==> src/rtl/sram_write_arbiter_pkg.sv <==
// Shared types and defaults for the SRAM write-slot arbiter.
// The phase names mirror the SRAM controller's four-stage round.
package sram_arb_pkg;

    typedef enum logic [1:0] {
        PH_W1  = 2'd0,
        PH_VGA = 2'd1,
        PH_W2  = 2'd2,
        PH_BG  = 2'd3
    } phase_e;

    localparam logic [9:0] DEF_PARK_X = 10'd1023;
    localparam logic [9:0] DEF_PARK_Y = 10'd511;

    typedef struct packed {
        logic [9:0]  x;
        logic [9:0]  y;
        logic [15:0] data;
    } pixel_t;

    function automatic logic is_issue_phase(input phase_e ph);
        return (ph == PH_W1) || (ph == PH_W2);
    endfunction

endpackage

==> src/rtl/sram_write_arbiter_if.sv <==
// Producer-side handshake plus the program_* bus towards the SRAM controller.
// The slave modport is the arbiter; master is the producer/controller side.
interface sram_write_arbiter_if #(
    parameter int NUM_REQ = 3
);
    logic [NUM_REQ-1:0]        req_valid;
    logic [NUM_REQ-1:0]        req_ready;
    logic [NUM_REQ-1:0][9:0]   req_x;
    logic [NUM_REQ-1:0][9:0]   req_y;
    logic [NUM_REQ-1:0][15:0]  req_data;
    logic [9:0]                program_x;
    logic [9:0]                program_y;
    logic [15:0]               program_data;

    modport master (
        output req_valid, req_x, req_y, req_data,
        input  req_ready, program_x, program_y, program_data
    );

    modport slave (
        input  req_valid, req_x, req_y, req_data,
        output req_ready, program_x, program_y, program_data
    );
endinterface

==> src/rtl/sram_write_arbiter_rr.sv <==
// Combinational round-robin picker: first valid requester at or above ptr_i, with wrap.
// The pointer register lives in the parent.
module rr_arbiter #(
    parameter int NUM_REQ = 3,
    parameter int IDX_W   = $clog2(NUM_REQ)
) (
    input  logic [NUM_REQ-1:0] valid_i,
    input  logic [IDX_W-1:0]   ptr_i,
    input  logic               enable_i,
    output logic [NUM_REQ-1:0] grant_o,
    output logic [IDX_W-1:0]   idx_o,
    output logic               found_o
);

    always_comb begin
        int  j;
        logic hit;
        j       = 0;
        hit     = 1'b0;
        grant_o = '0;
        idx_o   = '0;
        if (enable_i) begin
            for (int i = 0; i < NUM_REQ; i++) begin
                j = (int'(ptr_i) + i) % NUM_REQ;
                if (!hit && valid_i[j]) begin
                    grant_o[j] = 1'b1;
                    idx_o      = IDX_W'(j);
                    hit        = 1'b1;
                end
            end
        end
        found_o = hit;
    end

endmodule

==> src/rtl/sram_write_arbiter.sv <==
// Shares the controller's two write slots per 4-cycle round among pixel producers,
// parking the program_* bus off-screen when idle and across frame swaps.
module sram_write_arbiter
    import sram_arb_pkg::*;
#(
    parameter int          NUM_REQ     = 3,
    parameter logic [15:0] TRANSPARENT = 16'h0000,
    parameter logic [9:0]  PARK_X      = DEF_PARK_X,
    parameter logic [9:0]  PARK_Y      = DEF_PARK_Y
) (
    input  logic                sram_clk,
    input  logic                reset,
    input  logic                frame_clk_i,
    sram_write_arbiter_if.slave bus,
    output logic                frame_start_o,
    output logic [18:0]         write_count_o,
    output logic [7:0]          drop_count_o
);

    localparam int     IDX_W    = $clog2(NUM_REQ);
    localparam pixel_t PARK_PIX = '{x: PARK_X, y: PARK_Y, data: 16'h0000};

    phase_e             phase_q, phase_d;
    logic [IDX_W-1:0]   rr_ptr_q, rr_ptr_d;
    pixel_t             pix_q, pix_d;
    logic               staged_q, staged_d;
    logic [18:0]        wcount_q, wcount_d;
    logic [7:0]         dcount_q, dcount_d;
    logic               frame_prev_q, frame_edge_q, frame_edge_dly_q;

    logic               block_n;
    logic               issue;
    logic [NUM_REQ-1:0] grant;
    logic [IDX_W-1:0]   gnt_idx;
    logic               gnt_found;
    pixel_t             gnt_pix;

    always_ff @(posedge sram_clk or posedge reset) begin
        if (reset) begin
            phase_q          <= PH_W1;
            rr_ptr_q         <= '0;
            pix_q            <= PARK_PIX;
            staged_q         <= 1'b0;
            wcount_q         <= '0;
            dcount_q         <= '0;
            frame_prev_q     <= 1'b0;
            frame_edge_q     <= 1'b0;
            frame_edge_dly_q <= 1'b0;
        end else begin
            phase_q          <= phase_d;
            rr_ptr_q         <= rr_ptr_d;
            pix_q            <= pix_d;
            staged_q         <= staged_d;
            wcount_q         <= wcount_d;
            dcount_q         <= dcount_d;
            frame_prev_q     <= frame_clk_i;
            frame_edge_q     <= frame_clk_i & ~frame_prev_q;
            frame_edge_dly_q <= frame_edge_q;
        end
    end

    // Grants are suppressed in the frame-edge cycle and the one after it.
    always_comb begin
        phase_d = phase_e'(phase_q + 2'd1);
        block_n = ~(frame_edge_q | frame_edge_dly_q);
        issue   = is_issue_phase(phase_q) && block_n;
    end

    rr_arbiter #(
        .NUM_REQ (NUM_REQ),
        .IDX_W   (IDX_W)
    ) u_rr (
        .valid_i  (bus.req_valid),
        .ptr_i    (rr_ptr_q),
        .enable_i (issue),
        .grant_o  (grant),
        .idx_o    (gnt_idx),
        .found_o  (gnt_found)
    );

    // A pixel still held at a frame swap belongs to the old frame, so it is parked and counted as dropped.
    always_comb begin
        gnt_pix  = '{x: bus.req_x[gnt_idx], y: bus.req_y[gnt_idx], data: bus.req_data[gnt_idx]};
        pix_d    = pix_q;
        staged_d = staged_q;
        wcount_d = wcount_q;
        dcount_d = dcount_q;
        rr_ptr_d = rr_ptr_q;
        if (issue) begin
            pix_d    = PARK_PIX;
            staged_d = 1'b0;
            if (gnt_found) begin
                rr_ptr_d = (gnt_idx == IDX_W'(NUM_REQ - 1)) ? '0 : gnt_idx + 1'b1;
                if (gnt_pix.data != TRANSPARENT) begin
                    pix_d    = gnt_pix;
                    staged_d = 1'b1;
                    if (wcount_q != '1) wcount_d = wcount_q + 1'b1;
                end
            end
        end
        if (frame_edge_q) begin
            pix_d    = PARK_PIX;
            staged_d = 1'b0;
            wcount_d = '0;
            if (staged_q && dcount_q != '1) dcount_d = dcount_q + 1'b1;
        end
    end

    assign bus.req_ready    = grant;
    assign bus.program_x    = pix_q.x;
    assign bus.program_y    = pix_q.y;
    assign bus.program_data = pix_q.data;
    assign frame_start_o    = frame_edge_q;
    assign write_count_o    = wcount_q;
    assign drop_count_o     = dcount_q;

endmodule

==> src/flat_wrapper.sv <==
// flat-port wrapper written by rule: the top's interface ports become plain ports
module sram_write_arbiter_flat import sram_arb_pkg::*;
#(
    parameter int          NUM_REQ     = 3,
    parameter logic [15:0] TRANSPARENT = 16'h0000,
    parameter logic [9:0]  PARK_X      = DEF_PARK_X,
    parameter logic [9:0]  PARK_Y      = DEF_PARK_Y
)
  (sram_clk, reset, frame_clk_i, frame_start_o, write_count_o, drop_count_o, bus_req_valid, bus_req_x, bus_req_y, bus_req_data, bus_req_ready, bus_program_x, bus_program_y, bus_program_data);
  sram_write_arbiter_if #(.NUM_REQ(NUM_REQ)) bus_i ();
  input  logic sram_clk;
  input  logic reset;
  input  logic frame_clk_i;
  output logic frame_start_o;
  output logic [18:0] write_count_o;
  output logic [7:0] drop_count_o;
  input wire logic [$bits(bus_i.req_valid)-1:0] bus_req_valid;
  input wire logic [$bits(bus_i.req_x)-1:0] bus_req_x;
  input wire logic [$bits(bus_i.req_y)-1:0] bus_req_y;
  input wire logic [$bits(bus_i.req_data)-1:0] bus_req_data;
  output wire logic [$bits(bus_i.req_ready)-1:0] bus_req_ready;
  output wire logic [$bits(bus_i.program_x)-1:0] bus_program_x;
  output wire logic [$bits(bus_i.program_y)-1:0] bus_program_y;
  output wire logic [$bits(bus_i.program_data)-1:0] bus_program_data;
  assign bus_i.req_valid = bus_req_valid;
  assign bus_i.req_x = bus_req_x;
  assign bus_i.req_y = bus_req_y;
  assign bus_i.req_data = bus_req_data;
  assign bus_req_ready = bus_i.req_ready;
  assign bus_program_x = bus_i.program_x;
  assign bus_program_y = bus_i.program_y;
  assign bus_program_data = bus_i.program_data;
  sram_write_arbiter #(.NUM_REQ(NUM_REQ), .TRANSPARENT(TRANSPARENT), .PARK_X(PARK_X), .PARK_Y(PARK_Y)) u_core (.sram_clk(sram_clk), .reset(reset), .frame_clk_i(frame_clk_i), .bus(bus_i), .frame_start_o(frame_start_o), .write_count_o(write_count_o), .drop_count_o(drop_count_o));
endmodule
==> config.mk <==
export PLATFORM = sky130hd
export DESIGN_NAME = sram_write_arbiter_flat
export DESIGN_NICKNAME = d
export VERILOG_FILES = /design/src/rtl/sram_write_arbiter_pkg.sv /design/src/rtl/sram_write_arbiter_if.sv /design/src/rtl/sram_write_arbiter_rr.sv /design/src/rtl/sram_write_arbiter.sv /design/src/flat_wrapper.sv
export SDC_FILE = /design/constraint.sdc
export NUM_CORES = 1
export LEC_CHECK = 0
export CAP_MARGIN = 20
export CORE_ASPECT_RATIO = 0.5
export CORE_UTILIZATION = 44
export CTS_BUF_LIST = sky130_fd_sc_hd__clkbuf_2 sky130_fd_sc_hd__clkbuf_4 sky130_fd_sc_hd__clkbuf_8
export CTS_CLUSTER_DIAMETER = 200
export DETAILED_ROUTE_END_ITERATION = 7
export HOLD_SLACK_MARGIN = 0.12
export PLACE_DENSITY = 0.83
export SLEW_MARGIN = 30
export SYNTH_ARGS = -nofsm -noshare
export SYNTH_HDL_FRONTEND = slang
export SYNTH_HIERARCHICAL = 1
export SYNTH_SLANG_ARGS = --single-unit
==> constraint.sdc <==
create_clock -name sram_clk -period 3.55 [get_ports sram_clk]
set_input_delay 0.71 -clock sram_clk [delete_from_list [all_inputs] [get_ports sram_clk]]
set_output_delay 0.71 -clock sram_clk [all_outputs]
set_load 0.02 [all_outputs]
# Word-level counts from Yosys, hierarchy flattened
# Cells that the tools add are included.
# classes
addsub	6
div_mod_pow	3
order_cmp	7
eq_ne	4
n_mux	51
bitwise_logic	6
reduce_logical	19
# ops
operator	count
$mux 36	4
$ge 32x1->1 const B	3
$lt 32x4->1 const B	3
$mux 19	5
$mod 32x3->32 const B	2
$bmux 10 s2	2
$bmux 16 s2	1
$mod 3x3->32 const B	1
$mux 10	2
$add 19x1->19 const B	1
$mux 1	19
$ne 19x19->1 const B	1
$mux 3	6
$mux 16	1
$reduce_bool 16->1	1
$mux 2	5
$add 8x1->8 const B	1
$ne 8x8->1 const B	1
$reduce_bool 2->1	4
$logic_and 1x1->1	7
$bmux 1 s2	3
$demux 1 s2	3
$or 3x3->3	2
$add 2x1->2 const B	2
other kinds (12)	16
# word_totals
reg_bits	71
wordCells	107

# Logic depth before layout (Yosys ltp)
# depth
word_depth	21
mapped_depth	18
depth_no_buf	12

# Cells and area by module
# The synthesis kept the hierarchy.
# by_module_without_submodules
module	instances	cells_per_inst	area_per_inst_um2
sram_write_arbiter	1	395	3857.4
rr_arbiter	1	55	395.4

# Worst setup path after synthesis
# No wires, ideal clock.
# synth_path
path_type	register to register
startpoint	register u_core.rr_ptr_q[0]
endpoint	register u_core.wcount_q[11], in the netlist u_core/write_count_o[11]
setup_ns	0.125
arrival_time_ns	3.003
setup_slack_ns	0.422
path_stages_with_launch	17
period_less_slack_ns	3.128
path_cell_list	dfrtp_1 > inv_1 > ha_1 > buf_4 > and2b_1 > nor2_1 > nor2_1 > o2111a_1 > nor2b_1 > buf_4 > buf_2 > o2bb2ai_1 > nor4_1 > and4_1 > buf_6 > nor4_1 > mux2_2
# synth_between
elab_chain_cells	19
elab_cells_between_ends	34
classes_between	add/sub: 2; div: 3; mux: 21; reduce/logical: 8
# synth_lines
item	line_no	rtl
from (decl)	sram_write_arbiter.sv:24	logic [IDX_W-1:0] rr_ptr_q, rr_ptr_d;
from (signal assigned)	sram_write_arbiter.sv:51	rr_ptr_q <= rr_ptr_d;
branches (longest 12 deep; another with $mod 32x3->32)	-	
$mux 2 (*)	sram_write_arbiter_rr.sv:25	if (!hit && valid_i[j]) begin
$mux 2 (*)	sram_write_arbiter_rr.sv:22	if (enable_i) begin
via u_core.gnt_idx[1]	sram_write_arbiter.sv:34	logic [IDX_W-1:0] gnt_idx;
$bmux 16 s2 (*)	sram_write_arbiter.sv:83	gnt_pix = '{x: bus.req_x[gnt_idx], y: bus.req_y[gnt_idx], data: bus.req_data[gnt_idx]};
$mux 16 (implied by the code) (*)	sram_write_arbiter.sv:83	
$reduce_bool 16->1 (*)	sram_write_arbiter.sv:94	if (gnt_pix.data != TRANSPARENT) begin
$reduce_bool 2->1 (no line) (*)	-	
$reduce_and 4->1 (no line) (*)	-	
to (signal assigned)	sram_write_arbiter.sv:54	wcount_q <= wcount_d;
to (decl)	sram_write_arbiter.sv:27	logic [18:0] wcount_q, wcount_d;
# Mark *: on every way through the listed nets, which the timed path passes. The select of a mux whose other input is x is not followed.
# A chain may end at the register's enable or synchronous reset.

# Worst setup path in the final report
# layout_path
startpoint	input port bus_req_valid[2]
endpoint	output port bus_req_ready[1]
# layout_between
elab_chain_cells	13
elab_cells_between_ends	25
classes_between	mux: 19; bitwise: 2; reduce/logical: 4
# layout_lines
item	line_no	rtl
from (decl)	flat_wrapper.sv:17	input wire logic [$bits(bus_i.req_valid)-1:0] bus_req_valid;
$bmux 1 s2	sram_write_arbiter_rr.sv:25	
$mux 1 (implied by the code) (2 in a row)	sram_write_arbiter_rr.sv:25	
$mux 1	sram_write_arbiter_rr.sv:25	
$mux 1	sram_write_arbiter_rr.sv:22	
$logic_not 1->1	sram_write_arbiter_rr.sv:25	
$logic_and 1x1->1	sram_write_arbiter_rr.sv:25	
$mux 1	sram_write_arbiter_rr.sv:25	
$mux 1	sram_write_arbiter_rr.sv:22	
$logic_not 1->1	sram_write_arbiter_rr.sv:25	
$logic_and 1x1->1	sram_write_arbiter_rr.sv:25	
$mux 3 (*)	sram_write_arbiter_rr.sv:25	
$mux 3 (*)	sram_write_arbiter_rr.sv:22	
to (decl)	flat_wrapper.sv:21	output wire logic [$bits(bus_i.req_ready)-1:0] bus_req_ready;
# Mark *: on every way between the ends. The rest lies on a longest branch, timed or not. The select of a mux whose other input is x is not followed.

==> summary.txt <==
Run status
  • Status: complete, no violations

Synthesis
  • Post-synth EDFFs: 0
  • Post-Syn Instances: 450
  • Synth top area share: 30.6%
  • Synth cell count leaders: nor2_1, a21oi_1, dfrtp_1
  • Ranking of synthesized cells by area: dfrtp_1, dfstp_2, mux2i_1, a21oi_1, nor2_1
  • Async S/R FF share, synth: 100%
  • Syn Nets: 572
  • Register area share after synthesis: 42.3%
  • Yosys top cell by area: dfrtp_1
  • Most common cell in the synthesized netlist: nor2_1
  • Yosys warns: 6
  • Yosys cell types: 59
  • Yosys reg bits: 71
  • Cell area after synthesis: 4250 um2
  • Ys flop type: dfrtp_1
  • Avg Cell Area, Syn: 9.45 um2

Clock tree
  • CTS-repair resized insts: 0
  • Clk_lat worst skew: 340 ps
  • Post-CTS Setup Repair Bufs: 0
  • H-tree Lvls: 3
  • Clk buf depth: 2
  • CTS buffer count: 9
  • CTS hold repair buffers: 0
  • Clk slew on worst S/H paths: 80 ps
  • CTS tree: done
  • CTS sink cnt: 71
  • CTS root buffer: clkbuf_8

Critical path
  • Reg-to-reg endpoint: u_core/write_count_o[15]
  • Critical Path Slowest Stage Cell: clkdlybuf4s50_1
  • Worst r2r src: u_core/rr_ptr_q[0]
  • Crit path capture: bus_req_ready[1]
  • R2R Setup Slk: 250 ps
  • Worst Path Required: 2840 ps
  • Worst setup EP type: primary output
  • WP data arrival: 2730 ps
  • Cells on worst reg2reg path: 14
  • Slowest stage delay, CP: 610 ps
  • Crit path kind: in2out
  • Cells along the critical path: clkdlybuf4s50_1 -> buf_4 -> nor4bb_1 -> a31oi_1 -> o21ai_2 -> a22oi_1 -> nor2b_1 -> clkdlybuf4s50_1
  • Worst setup path startpoint: bus_req_valid[2]
  • Startpoint Class: input port
  • Worst Path Max Fanout: 8
  • Most frequent cell on the critical path: clkdlybuf4s50_1

Routing
  • WL/cell: 16.4 um
  • Via count: 4,305
  • DRT antenna net count: 0
  • 1st-iter DRT viols: 289
  • Drt pass-1 iters: 5
  • Post-Route WL: 13,000 um
  • Vias per cell: 5.45
  • DRC viols: 0

Floorplan
  • I/O Pins: 181
  • Die area: 10,100 um2
  • Rows: 24
  • Core Footprint: 9040 um2
  • Starting Density: 47.1%
  • Die width: 141 um
  • Die height: 71.5 um

Timing
  • Period utilization: 96.8%
  • Hold_ws: 407 ps
  • Final setup margin: 112 ps
  • RSZ-0062 raised after global routing: true
  • Setup TNS: 0 ps
  • Final hold vios: 0
  • Worst-margin pin slew: 747 ps
  • Max Freq: 0.291 GHz
  • Tmin final: 3440 ps
  • Setup Skew: 6.74 ps
  • Setup violations, final: 0
  • Rel. slew slack: 50.1%
  • Final Slew Violations: 0

Worst hold path
  • Hold WC Path Type: reg2reg

Layout
  • Final non-filler cell total: 790
  • Ant diodes: 0
  • Layout cell share with drive strength beyond 1: 15.3%
  • Layout Nets: 777
  • Fillcell total: 671
  • Layout Area Growth over Synthesis: 55.5%
  • Finished Core Util: 73.2%

GRT
  • Vias in the first global route: 4,300
  • Total Routing Usage GR: 26.8%
  • Gr ovfl total: 0
  • Initial antenna violation count: 0
  • Largest net degree at the start of global routing: 39
  • First-pass GRT wire length: 21,300 um

Placement
  • Gpl congestion: 0.892
  • Place WS: -260 ps
  • # placed instances: 774
  • Post-DP HPWL: 9920 um
  • PortBufs: 180

Pwr
  • Peak VDD IR: 0.218 mV
  • Pwr Density: 420 nW/um2
  • Leak: 2.62 nW

Run
  • Max Cap Violations: 0
-- report_power, final --
group	total, W	internal [W]	switching (W)
sequential	0.00110	0.000990	0.000109
combinational	0.00111	0.000558	0.000554
clock	0.000568	0.000259	0.000309
-- area by class of cell --
| cell class | count | area, um2 | area share, % |
|---|---|---|---|
| Timing Repair Buffer | 225 | 2200 | 33.3 |
| Sequential cell | 71 | 1800 | 27.2 |
| Clock buffer | 10 | 131 | 1.99 |
| Tap cell | 130 | 163 | 2.46 |
| Multi-Input combinational cell | 337 | 2240 | 33.8 |
| Clock inverter | 6 | 37.5 | 0.568 |
| Inverter | 11 | 41.3 | 0.624 |
-- worst min path at each step --
stage	start	end	slack (ps)	cells past startpoint
finish	u_core/frame_prev_q	u_core/frame_start_o	410	1
global route	u_core/frame_prev_q	u_core/frame_start_o	410	1
CTS	u_core/frame_prev_q	u_core/frame_start_o	410	1
detailed placement	u_core/frame_prev_q	u_core/frame_start_o	400	1
global placement	u_core/frame_prev_q	u_core/frame_start_o	380	1
floorplan	u_core/frame_prev_q	u_core/frame_start_o	380	1
-- through the flow --
stage / power (W) / cell area (um2)
2_1_floorplan: 0.00167 / 4250
3_3_place_gp: 0.00219 / 6430
3_5_place_dp: 0.00222 / 6430
4_1_cts: 0.00279 / 6600
5_1_grt: 0.00293 / 6610
6_report: 0.00278 / 6610
-- logic make-up (layout without fill, tap and decap cells) --
kind of cell / Yosys count / in the layout / share of synthesized area, %
AO/OA/AOI/OAI: 125 / 125 / 19.9
flip-flops: 71 / 71 / 42.3
multiplexers: 41 / 41 / 9.80
buffers and inverters: 42 / 252 / 5.44
adder cells (fa/ha/maj): 9 / 9 / 2.59
AND/OR/NAND/NOR: 155 / 155 / 18.5
XOR/XNOR: 7 / 7 / 1.44
-- state kept, by name, indices dropped and copies added (netlist names) --
name and flops:
u_core/phase_q 2, u_core/bus.program_x 10, u_core/frame_prev_q 1, u_core/frame_start_o 1, u_core/frame_edge_dly_q 1, u_core/staged_q 1, u_core/drop_count_o 8, u_core/bus.program_y 10
u_core/rr_ptr_q 2, u_core/write_count_o 19, u_core/bus.program_data 16
-- worst max-delay path: cells and delay by family --
kind            cells  cell delay (ps)
compound gates      3              310
buf+inv             3             1280
simple gates        2              410
-- layout by cell type (no fill, tap or decap), types with 3 or more instances in the layout --
master           count
a21oi_1             52
a22o_1              16
a22oi_1              3
and2_1               3
and3_1               5
buf_12               5
buf_4               40
clkbuf_8             9
clkdlybuf4s50_1    179
clkinv_2             4
dfrtp_1             52
dfstp_2             19
ha_1                 7
inv_1               10
mux2_2               5
mux2i_1             36
nand2_1             23
nand2b_1             3
nand3_1             11
nand4_1             12
nor2_1              56
nor2b_1              8
nor3_1               3
nor4_1               6
o21ai_0             13
o2bb2ai_1           16
o31ai_1              5
or3_1                8
or4_1                3
xnor2_1              6
-- metal layers --
layer	part of all wire, %	track usage [%]	up-vias
met4	2.1	8.21	0
li1	-	-	2054
met2	50	46.9	158
met1	42	33.2	2068
met3	6.4	6.82	25
met5	0	0	-
Note: power is estimated with default switching activity, not from simulation.
